## config.mk

```make
export PLATFORM = sky130hd
export DESIGN_NAME = slave_session_arbiter
export DESIGN_NICKNAME = d
export VERILOG_FILES = /design/src/rtl/crossbar_pkg.sv /design/src/rtl/rr_priority_picker.sv /design/src/rtl/slave_session_arbiter.sv
export SDC_FILE = /design/constraint.sdc
export NUM_CORES = 1
export LEC_CHECK = 0
export CELL_PAD_IN_SITES_DETAIL_PLACEMENT = 1
export CELL_PAD_IN_SITES_GLOBAL_PLACEMENT = 2
export CORE_AREA = 3 3 68 70
export DETAILED_ROUTE_END_ITERATION = 16
export DIE_AREA = 0 0 71 73
export PLACE_DENSITY_LB_ADDON = 0.1
export REMOVE_ABC_BUFFERS = 1
export SETUP_SLACK_MARGIN = 0.5
export SLEW_MARGIN = 20
export SYNTH_ARGS = -nofsm -noshare
export SYNTH_HDL_FRONTEND = slang
export SYNTH_SLANG_ARGS = --single-unit
```

## constraint.sdc

```tcl
create_clock -name i_clk -period 2.5 [get_ports i_clk]
set_input_delay 0.375 -clock i_clk [delete_from_list [all_inputs] [get_ports i_clk]]
set_output_delay 0.375 -clock i_clk [all_outputs]
set_load 0.05 [all_outputs]
```

## src/rtl/crossbar_pkg.sv

```systemverilog
// rtl/crossbar_pkg.sv - shared types and constants for the 4x4 crossbar arbiters
package crossbar_pkg;

    localparam int DEFAULT_QTY_OF_DEVICES = 4;

    localparam logic CMD_READ  = 1'b0;
    localparam logic CMD_WRITE = 1'b1;

    typedef enum logic [1:0] {
        IDLE  = 2'd0,
        GRANT = 2'd1,
        RESP  = 2'd2
    } arb_state_t;

    function automatic int wrap_inc(input int idx, input int n);
        return (idx >= n - 1) ? 0 : idx + 1;
    endfunction

endpackage

```

## src/rtl/rr_priority_picker.sv

```systemverilog
// rtl/rr_priority_picker.sv - combinational round-robin picker starting the search at ptr
module rr_priority_picker
    import crossbar_pkg::*;
#(
    parameter int N = DEFAULT_QTY_OF_DEVICES
) (
    input  logic [N-1:0]         i_req,
    input  logic [$clog2(N)-1:0] i_ptr,
    output logic [$clog2(N)-1:0] o_winner,
    output logic                 o_any_req
);

    localparam int IW = $clog2(N);

    logic [2*N-1:0] w_dbl;
    logic [2*N-1:0] w_masked;
    logic           w_found;

    // Upper copy stays unmasked so the search wraps past N-1 back to index 0.
    always_comb begin
        w_dbl    = {i_req, i_req};
        w_masked = '0;
        w_found  = 1'b0;
        o_winner = '0;
        for (int i = 0; i < 2 * N; i++) begin
            w_masked[i] = w_dbl[i] & ((i >= N) || (i >= int'(i_ptr)));
        end
        for (int i = 0; i < 2 * N; i++) begin
            if (!w_found && w_masked[i]) begin
                w_found  = 1'b1;
                o_winner = (i >= N) ? IW'(i - N) : IW'(i);
            end
        end
    end

    assign o_any_req = |i_req;

endmodule

```

## src/rtl/slave_session_arbiter.sv

```systemverilog
// rtl/slave_session_arbiter.sv - per-slave round-robin arbiter holding a grant for a whole session
module slave_session_arbiter
    import crossbar_pkg::*;
#(
    parameter int QTY_OF_DEVICES = DEFAULT_QTY_OF_DEVICES,
    parameter int TIMEOUT        = 256
) (
    input  logic                              i_clk,
    input  logic                              i_rst_n,
    input  logic [QTY_OF_DEVICES-1:0]         i_req,
    input  logic [QTY_OF_DEVICES-1:0]         i_cmd,
    input  logic                              i_slave_ack,
    input  logic                              i_slave_resp,
    output logic [QTY_OF_DEVICES-1:0]         o_grant,
    output logic [$clog2(QTY_OF_DEVICES)-1:0] o_owner,
    output logic                              o_busy,
    output logic                              o_session_is_finished,
    output logic                              o_timeout_err
);

    localparam int IW   = $clog2(QTY_OF_DEVICES);
    localparam int WD_W = (TIMEOUT > 0) ? $clog2(TIMEOUT + 1) : 1;
    localparam logic [WD_W-1:0] WD_LAST = (TIMEOUT > 0) ? WD_W'(TIMEOUT - 1) : '0;
    localparam logic [WD_W-1:0] WD_MAX  = '1;
    localparam logic [QTY_OF_DEVICES-1:0] ONE = QTY_OF_DEVICES'(1);

    arb_state_t                r_state;
    arb_state_t                w_state_next;
    logic [QTY_OF_DEVICES-1:0] r_grant;
    logic [IW-1:0]             r_owner;
    logic [IW-1:0]             r_ptr;
    logic                      r_cmd_q;
    logic [WD_W-1:0]           r_wd_cnt;
    logic                      r_finished;
    logic                      r_timeout_err;

    logic [IW-1:0]             w_winner;
    logic                      w_any_req;
    logic                      w_wd_hit;
    logic                      w_end;
    logic                      w_timeout;

    rr_priority_picker #(
        .N(QTY_OF_DEVICES)
    ) u_picker (
        .i_req     (i_req),
        .i_ptr     (r_ptr),
        .o_winner  (w_winner),
        .o_any_req (w_any_req)
    );

    assign w_wd_hit = (TIMEOUT != 0) && (r_wd_cnt == WD_LAST);

    // Priority inside a session: ack/resp, then owner abort, then watchdog.
    always_comb begin
        w_state_next = r_state;
        w_end        = 1'b0;
        w_timeout    = 1'b0;
        unique case (r_state)
            IDLE: begin
                if (w_any_req) w_state_next = GRANT;
            end
            GRANT: begin
                if (i_slave_ack) begin
                    if (r_cmd_q == CMD_READ) begin
                        w_state_next = RESP;
                    end else begin
                        w_state_next = IDLE;
                        w_end        = (r_cmd_q == CMD_WRITE);
                    end
                end else if (!i_req[r_owner]) begin
                    w_state_next = IDLE;
                    w_end        = 1'b1;
                end else if (w_wd_hit) begin
                    w_state_next = IDLE;
                    w_end        = 1'b1;
                    w_timeout    = 1'b1;
                end
            end
            RESP: begin
                if (i_slave_resp) begin
                    w_state_next = IDLE;
                    w_end        = 1'b1;
                end else if (w_wd_hit) begin
                    w_state_next = IDLE;
                    w_end        = 1'b1;
                    w_timeout    = 1'b1;
                end
            end
            default: begin
                w_state_next = IDLE;
            end
        endcase
    end

    always_ff @(posedge i_clk) begin
        if (!i_rst_n) begin
            r_state       <= IDLE;
            r_grant       <= '0;
            r_owner       <= '0;
            r_ptr         <= '0;
            r_cmd_q       <= CMD_READ;
            r_wd_cnt      <= '0;
            r_finished    <= 1'b0;
            r_timeout_err <= 1'b0;
        end else begin
            r_state       <= w_state_next;
            r_finished    <= w_end;
            r_timeout_err <= w_timeout;

            if (w_state_next != r_state) begin
                r_wd_cnt <= '0;
            end else if (r_state != IDLE && r_wd_cnt != WD_MAX) begin
                r_wd_cnt <= r_wd_cnt + 1'b1;
            end

            if (r_state == IDLE && w_any_req) begin
                r_grant <= ONE << w_winner;
                r_owner <= w_winner;
                r_cmd_q <= i_cmd[w_winner];
            end

            // Last owner drops to lowest priority for the next arbitration.
            if (w_end) begin
                r_grant <= '0;
                r_ptr   <= IW'(wrap_inc(int'(r_owner), QTY_OF_DEVICES));
            end
        end
    end

    assign o_grant               = r_grant;
    assign o_owner               = r_owner;
    assign o_busy                = |r_grant;
    assign o_session_is_finished = r_finished;
    assign o_timeout_err         = r_timeout_err;

endmodule

```

==> flow_summary.toml, run 1 <==
[clock_tree]
cts_hold_buffers = 0
h-tree-depth = 1
ctsRootBufferMaster = "clkbuf_8"
clockBufferDepth = 2
clock_latency_ns = 0.26
cts_tree = "yes"
clkTransAtPathRegs_ns = 0.08
cts_made_buffers = 3
cts_sinks = 22

[synth]
synth_cells = 151
yosys_warnings = 0
ys_seq_elements = 22
avgSynthCellArea_um2 = 8.32
synth_area_leaders = "dfxtp_1, ha_1, nor2_1"
yosys.area.top_type_share_pct = 35.1
yosys.cell_types.count = 41
synth_edf_count = 0
async_reset_ff_share_pct = 0
ys.flop_type = "dfxtp_1"
synth_area_leader_cell = "dfxtp_1"
syn_area_um2 = 1260
ys_seq_area_share_pct = 35.1

[power]
ir_drop_v = 0.000285
p_per_area_nw_per_um2 = 640
p_total_uw = 1150
p_leak_uw = 0.000705

[setup_path]
critical_path_required_ns = 2.70
r2r_setup_slack_ns = 0.60
start_kind = "flip-flop"
cp.arrival_ns = 2.10
cp_max_fo = 4
worstSetupPathType = "reg -> reg"
cp-end-kind = "flip-flop"

[finish]
diodes = 0
fillCellCount = 483
drive_gt1_share_pct = 23.4
final_common_cell = "nor2_1"
finalInstanceArea_um2 = 1800
final_cell_mix = "nor2_1, nand2_1, dfxtp_1, clkdlybuf4s50_1, buf_4"
fin_util_pct = 44.6
area_growth_syn_to_layout_pct = 43.0
final_nets = 210

[detailed_routing]
vias = 1222
vias_per_cell = 5.13
wl_um = 3620
dr.pass1.iters = 4
drc = 0
avgRoutedWirePerCell_um = 15.2
drtIter0Drc = 32
ant_nets = 0

[timing]
setup_violations = 0
period_needed_ns = 1.90
max_slew_margin_pct = 66.5
setup_slack_ns = 0.597
slew_viol_final = 0
rsz0062_at_grt = "false"
hold_viol_final = 0
tightest_slew_ns = 0.501
clock-skew-final_ns = 0.00515
finalCritPeriodShare_pct = 76.1
fin_tns_setup_ns = 0
clock.fmax_mhz = 526

[run_status]
outcome = "finished, final reports clean"

[floorplanning]
die_h_um = 73
initial_utilization_pct = 31.2
die-area_um2 = 5180
fp.coreArea_um2 = 4030
rows = 23
io_pins = 21
die_w_um = 71

[place]
globalplace.congestion = 0.824
place_area_um2 = 1570
io_buffer_count = 20
dp_hpwl_um = 2580
pre_cts_slack_ns = 0.234

[grt]
grt_pass1_vias = 1189
grt_usage_pct = 13.7
grt_max_degree = 14
grt_pass1_wl_um = 5670
grt-ovfl-total = 0
antenna_found_initial = 0

[hold_path]
worst_hold_path_type = "reg -> reg"

[flow_run]
drv_cap = 0
cells in the mapped netlist (all sizes together), types with 2 or more instances:
master   n
o211ai   3
mux2i    4
dfxtp   22
ha       9
nand2b   2
a21oi   11
nand4    3
nor3b    2
nand2   16
or3      2
a31oi    3
nor2b    4
o21ai    4
xor2     3
buf      2
xnor2    4
a211oi   2
or4      2
nand3    2
inv      8
nor2    27
logic make-up (layout without fill, tap and decap cells):
| family | after synthesis | in the layout | share of synthesized area [%] |
|---|---|---|---|
| simple gates | 63 | 64 | 23.4 |
| flops | 22 | 22 | 35.1 |
| buf+inv | 11 | 47 | 3.98 |
| xor+xnor | 7 | 7 | 4.88 |
| compound gates | 34 | 34 | 18.7 |
| fa+ha+maj | 9 | 9 | 8.96 |
| mux | 5 | 5 | 4.98 |
worst paths after layout:
path / cells past startpoint / end / startpoint
max: 9 / r_wd_cnt[5]$_SDFFE_PP0P_ / r_wd_cnt[0]$_SDFFE_PP0P_
min: 2 / o_grant[0]$_SDFFE_PP0P_ / o_grant[0]$_SDFFE_PP0P_
max reg2reg: 9 / r_wd_cnt[5]$_SDFFE_PP0P_ / r_wd_cnt[0]$_SDFFE_PP0P_
min reg2reg: 2 / o_grant[0]$_SDFFE_PP0P_ / o_grant[0]$_SDFFE_PP0P_
worst max-delay path: stages (launching register included):
cell and delay [ns]:
dfxtp_2 0.35, ha_4 0.16, nand3_1 0.13, nor2_4 0.06, ha_4 0.18, nor2_4 0.11
a21oi_4 0.08, o211ai_1 0.38, nand3_1 0.24, nor2_1 0.15
sequential cells by signal, summed over array words and instances, names as in the netlist:
name                   cells
o_grant                    4
r_wd_cnt                   9
r_cmd_q                    1
o_timeout_err              1
r_ptr                      2
r_state                    2
o_session_is_finished      1
o_owner                    2
timing repair:
item	CTS	global route
cloned	0	1
buffers inserted	2	4
gates resized for setup	9	26
endpoints found under the hold margin	0	0
setup endpoints to repair	4	17
pin swaps	5	8
metal layers:
metal / track usage [%] / wire length (um) / up-vias
li1: - / - / 607
met1: 18.7 / 1730 / 598
met2: 22.0 / 1790 / 15
met3: 2.62 / 89 / 2
met4: 3.76 / 11 / 0
met5: 0 / 0 / -
metrics by stage:
step                      hold WS [ns]  cells
after floorplan                  0.471    148
after global placement           0.454    227
after detailed placement         0.465    227
after CTS                        0.477    233
after global routing             0.504    238
final                            0.473    238
where the power goes:
group / total (uW) / internal (uW) / switching, uW
clock: 258 / 140 / 117
combinational: 474 / 194 / 280
sequential: 419 / 383 / 35.8
total: 1150 / 717 / 433
cell type report:
cell class                      instances  area (um^2)  share of cell area, %
Clock buffer                            4         55.1                   3.06
Inverter                                8         30.0                   1.67
Tap cell                               50         62.6                   3.48
Sequential cell                        22          448                   24.9
Timing Repair Buffer                   35          322                   17.9
Multi-Input combinational cell        119          880                   49.0
(Power assumes the default switching activity.)
==> inputs of run 2 (changes only) <==
--- a/config.mk
+++ b/config.mk
@@ -7,9 +7,9 @@
 export LEC_CHECK = 0
 export CELL_PAD_IN_SITES_DETAIL_PLACEMENT = 1
 export CELL_PAD_IN_SITES_GLOBAL_PLACEMENT = 2
-export CORE_AREA = 3 3 68 70
+export CORE_AREA = 3 3 71 73
 export DETAILED_ROUTE_END_ITERATION = 16
-export DIE_AREA = 0 0 71 73
+export DIE_AREA = 0 0 74 76
 export PLACE_DENSITY_LB_ADDON = 0.1
 export REMOVE_ABC_BUFFERS = 1
 export SETUP_SLACK_MARGIN = 0.5
==> constraint.sdc (replaced) <==
create_clock -name i_clk -period 1.7 [get_ports i_clk]
set_input_delay 0.255 -clock i_clk [delete_from_list [all_inputs] [get_ports i_clk]]
set_output_delay 0.255 -clock i_clk [all_outputs]
set_load 0.05 [all_outputs]
==> flow_summary.toml, run 2 (synthesis results as in run 1) <==
[finish]
largest_register_ff_count = 9
drive_gt1_share_pct = 58.1
top_register = "r_wd_cnt"
diodes = 0
area_growth_syn_to_layout_pct = 85.6
fillCellCount = 512
final_cell_mix = "buf_4, nor2_1, nand2_1, dfxtp_2, buf_6"
final_common_cell = "buf_4"
finalInstanceArea_um2 = 2330
final_nets = 258

[detailed_routing]
drtIter0Drc = 42
vias = 1434
ant_nets = 0
wl_um = 4680
avgRoutedWirePerCell_um = 16.2
drc = 0
vias_per_cell = 4.98
dr.pass1.iters = 4

[setup_path]
cp.arrival_ns = 1.96
r2r_end = "r_wd_cnt[4]$_SDFFE_PP0P_"
critical_path_required_ns = 1.86
cp_max_fo = 6
worstSetupPathType = "reg -> reg"
start_kind = "flip-flop"
critical_path.cell_chain = "mux4_2, a21oi_2, buf_4, o211ai_1, nand3_2, buf_6, nor2_1"
r2r-start = "o_owner[0]$_SDFFE_PN0P_"
critical_path.slowest_cell = "mux4_2"
cp-end-kind = "flip-flop"
reg2reg_depth = 7
crit_path_max_incr_delay_ns = 0.57
r2r_setup_slack_ns = -0.11

[timing]
period_needed_ns = 1.81
clock-skew-final_ns = 0.00683
clock.fmax_mhz = 554
setup_slack_ns = -0.106
fin_tns_setup_ns = -0.920
rsz0062_at_grt = "true"
tightest_slew_ns = 0.597
setup_violations = 13
hold_viol_final = 0
fin_hold_ws_ns = 0.488
slew_viol_final = 0
max_slew_margin_pct = 59.8
finalCritPeriodShare_pct = 106

[grt]
grt_usage_pct = 16.5
grt_pass1_vias = 1507
grt_max_degree = 14
antenna_found_initial = 0
grt_pass1_wl_um = 7330
grt-ovfl-total = 0

[power]
p_leak_uw = 0.000979
p_per_area_nw_per_um2 = 934
ir_drop_v = 0.000424

[place]
globalplace.congestion = 0.853
dp_hpwl_um = 2990
io_buffer_count = 20
place_area_um2 = 1790

[floorplanning]
die_w_um = 74
fp.coreArea_um2 = 4410
rows = 24
io_pins = 21
initial_utilization_pct = 28.5
die_h_um = 76
die-area_um2 = 5620

[run_status]
violations = "negative setup slack"
outcome = "finished with violations"

[clock_tree]
cts_sinks = 22
h-tree-depth = 1
clkTransAtPathRegs_ns = 0.09
ctsRootBufferMaster = "clkbuf_8"
clock_latency_ns = 0.27
cts_made_buffers = 3
cts_tree = "yes"
clockBufferDepth = 2

[hold_path]
holdPathEnd = "o_grant[2]$_SDFFE_PP0P_"
hold-path-cell-count = 2
hp-start = "o_grant[2]$_SDFFE_PP0P_"
worst_hold_path_type = "reg -> reg"

[flow_run]
drv_cap = 0
[run 2: cell types whose count changed in the layout (fill, tap and decap cells not counted), sizes merged, moves of 2 or more]
cell           before  now
buf                15   75
dlymetal6s2s        4    0
clkdlybuf4s15       0    2
clkdlybuf4s50      15    7
[run 2: how the worst max path moves through the flow]
stage,from,to,slack (ns),depth (start not counted)
2_1_floorplan,i_req[3],r_wd_cnt[8]$_SDFFE_PP0P_,-0.51,4
3_3_place_gp,i_req[0],r_cmd_q$_SDFFE_PN0P_,-0.41,7
3_5_place_dp,i_req[3],r_wd_cnt[8]$_SDFFE_PP0P_,-0.46,7
4_1_cts,r_wd_cnt[0]$_SDFFE_PP0P_,r_wd_cnt[0]$_SDFFE_PP0P_,-0.15,11
5_1_grt,r_state[1]$_SDFF_PN0_,r_state[0]$_SDFF_PN0_,-0.20,9
6_report,o_owner[0]$_SDFFE_PN0P_,r_wd_cnt[4]$_SDFFE_PP0P_,-0.11,7
[run 2: repair_timing]
action                     in CTS  in global routing
hold buffers                    0                  0
gates resized for setup        65                 30
setup endpoints to repair      25                 24
pin swaps                      20                 21
setup buffers                  17                  6
[run 2: worst max-delay path: cells and delay by family, from the launching register on]
family	cells	cell delay [ns]
DFF	1	0.36
muxes	1	0.57
and+or+nand+nor	2	0.17
buffers and inverters	2	0.28
AOI/OAI and AO/OA	2	0.30
[run 2: power by group]
part / switching (uW) / total (uW) / internal [uW]
logic: 537 / 1070 / 537
registers: 34.7 / 601 / 566
clock network: 188 / 502 / 315
total: 759 / 2180 / 1420
[run 2: per-stage QoR]
| step | power (uW) | setup WS, ns | cells | utilization, % |
|---|---|---|---|---|
| 2_1_floorplan | 992 | -0.514 | 148 | - |
| 3_3_place_gp | 1310 | -0.411 | 261 | 40.6 |
| 3_5_place_dp | 1330 | -0.460 | 261 | 40.6 |
| 4_1_cts | 2100 | -0.151 | 282 | 49.6 |
| 5_1_grt | 2310 | -0.202 | 288 | 52.8 |
| 6_report | 2180 | -0.106 | 288 | 52.8 |
[run 2: layout make-up]
cell class | count | area, um^2 | share of cell area (%)
clock inverter | 1 | 30.0 | 1.29
clock buffer | 3 | 41.3 | 1.77
inverter | 8 | 30.0 | 1.29
timing repair buffer | 84 | 706 | 30.3
multi-input combinational | 118 | 998 | 42.8
tap | 52 | 65.1 | 2.79
sequential | 22 | 460 | 19.8
[run 2: layer usage]
layer,wire length [um],track usage (%)
met3,119,2.51
met5,0,0
met2,2540,29.7
met1,1950,19.2
met4,66,5.62
==> inputs of run 3 (changes only) <==
--- a/config.mk
+++ b/config.mk
@@ -8,6 +8,7 @@
 export CELL_PAD_IN_SITES_DETAIL_PLACEMENT = 1
 export CELL_PAD_IN_SITES_GLOBAL_PLACEMENT = 2
 export CORE_AREA = 3 3 71 73
+export CTS_CLUSTER_DIAMETER = 200
 export DETAILED_ROUTE_END_ITERATION = 16
 export DIE_AREA = 0 0 74 76
 export PLACE_DENSITY_LB_ADDON = 0.1
==> results of run 3 <==
Same layout as run 2: the final DEF is identical, and so are final timing and power.
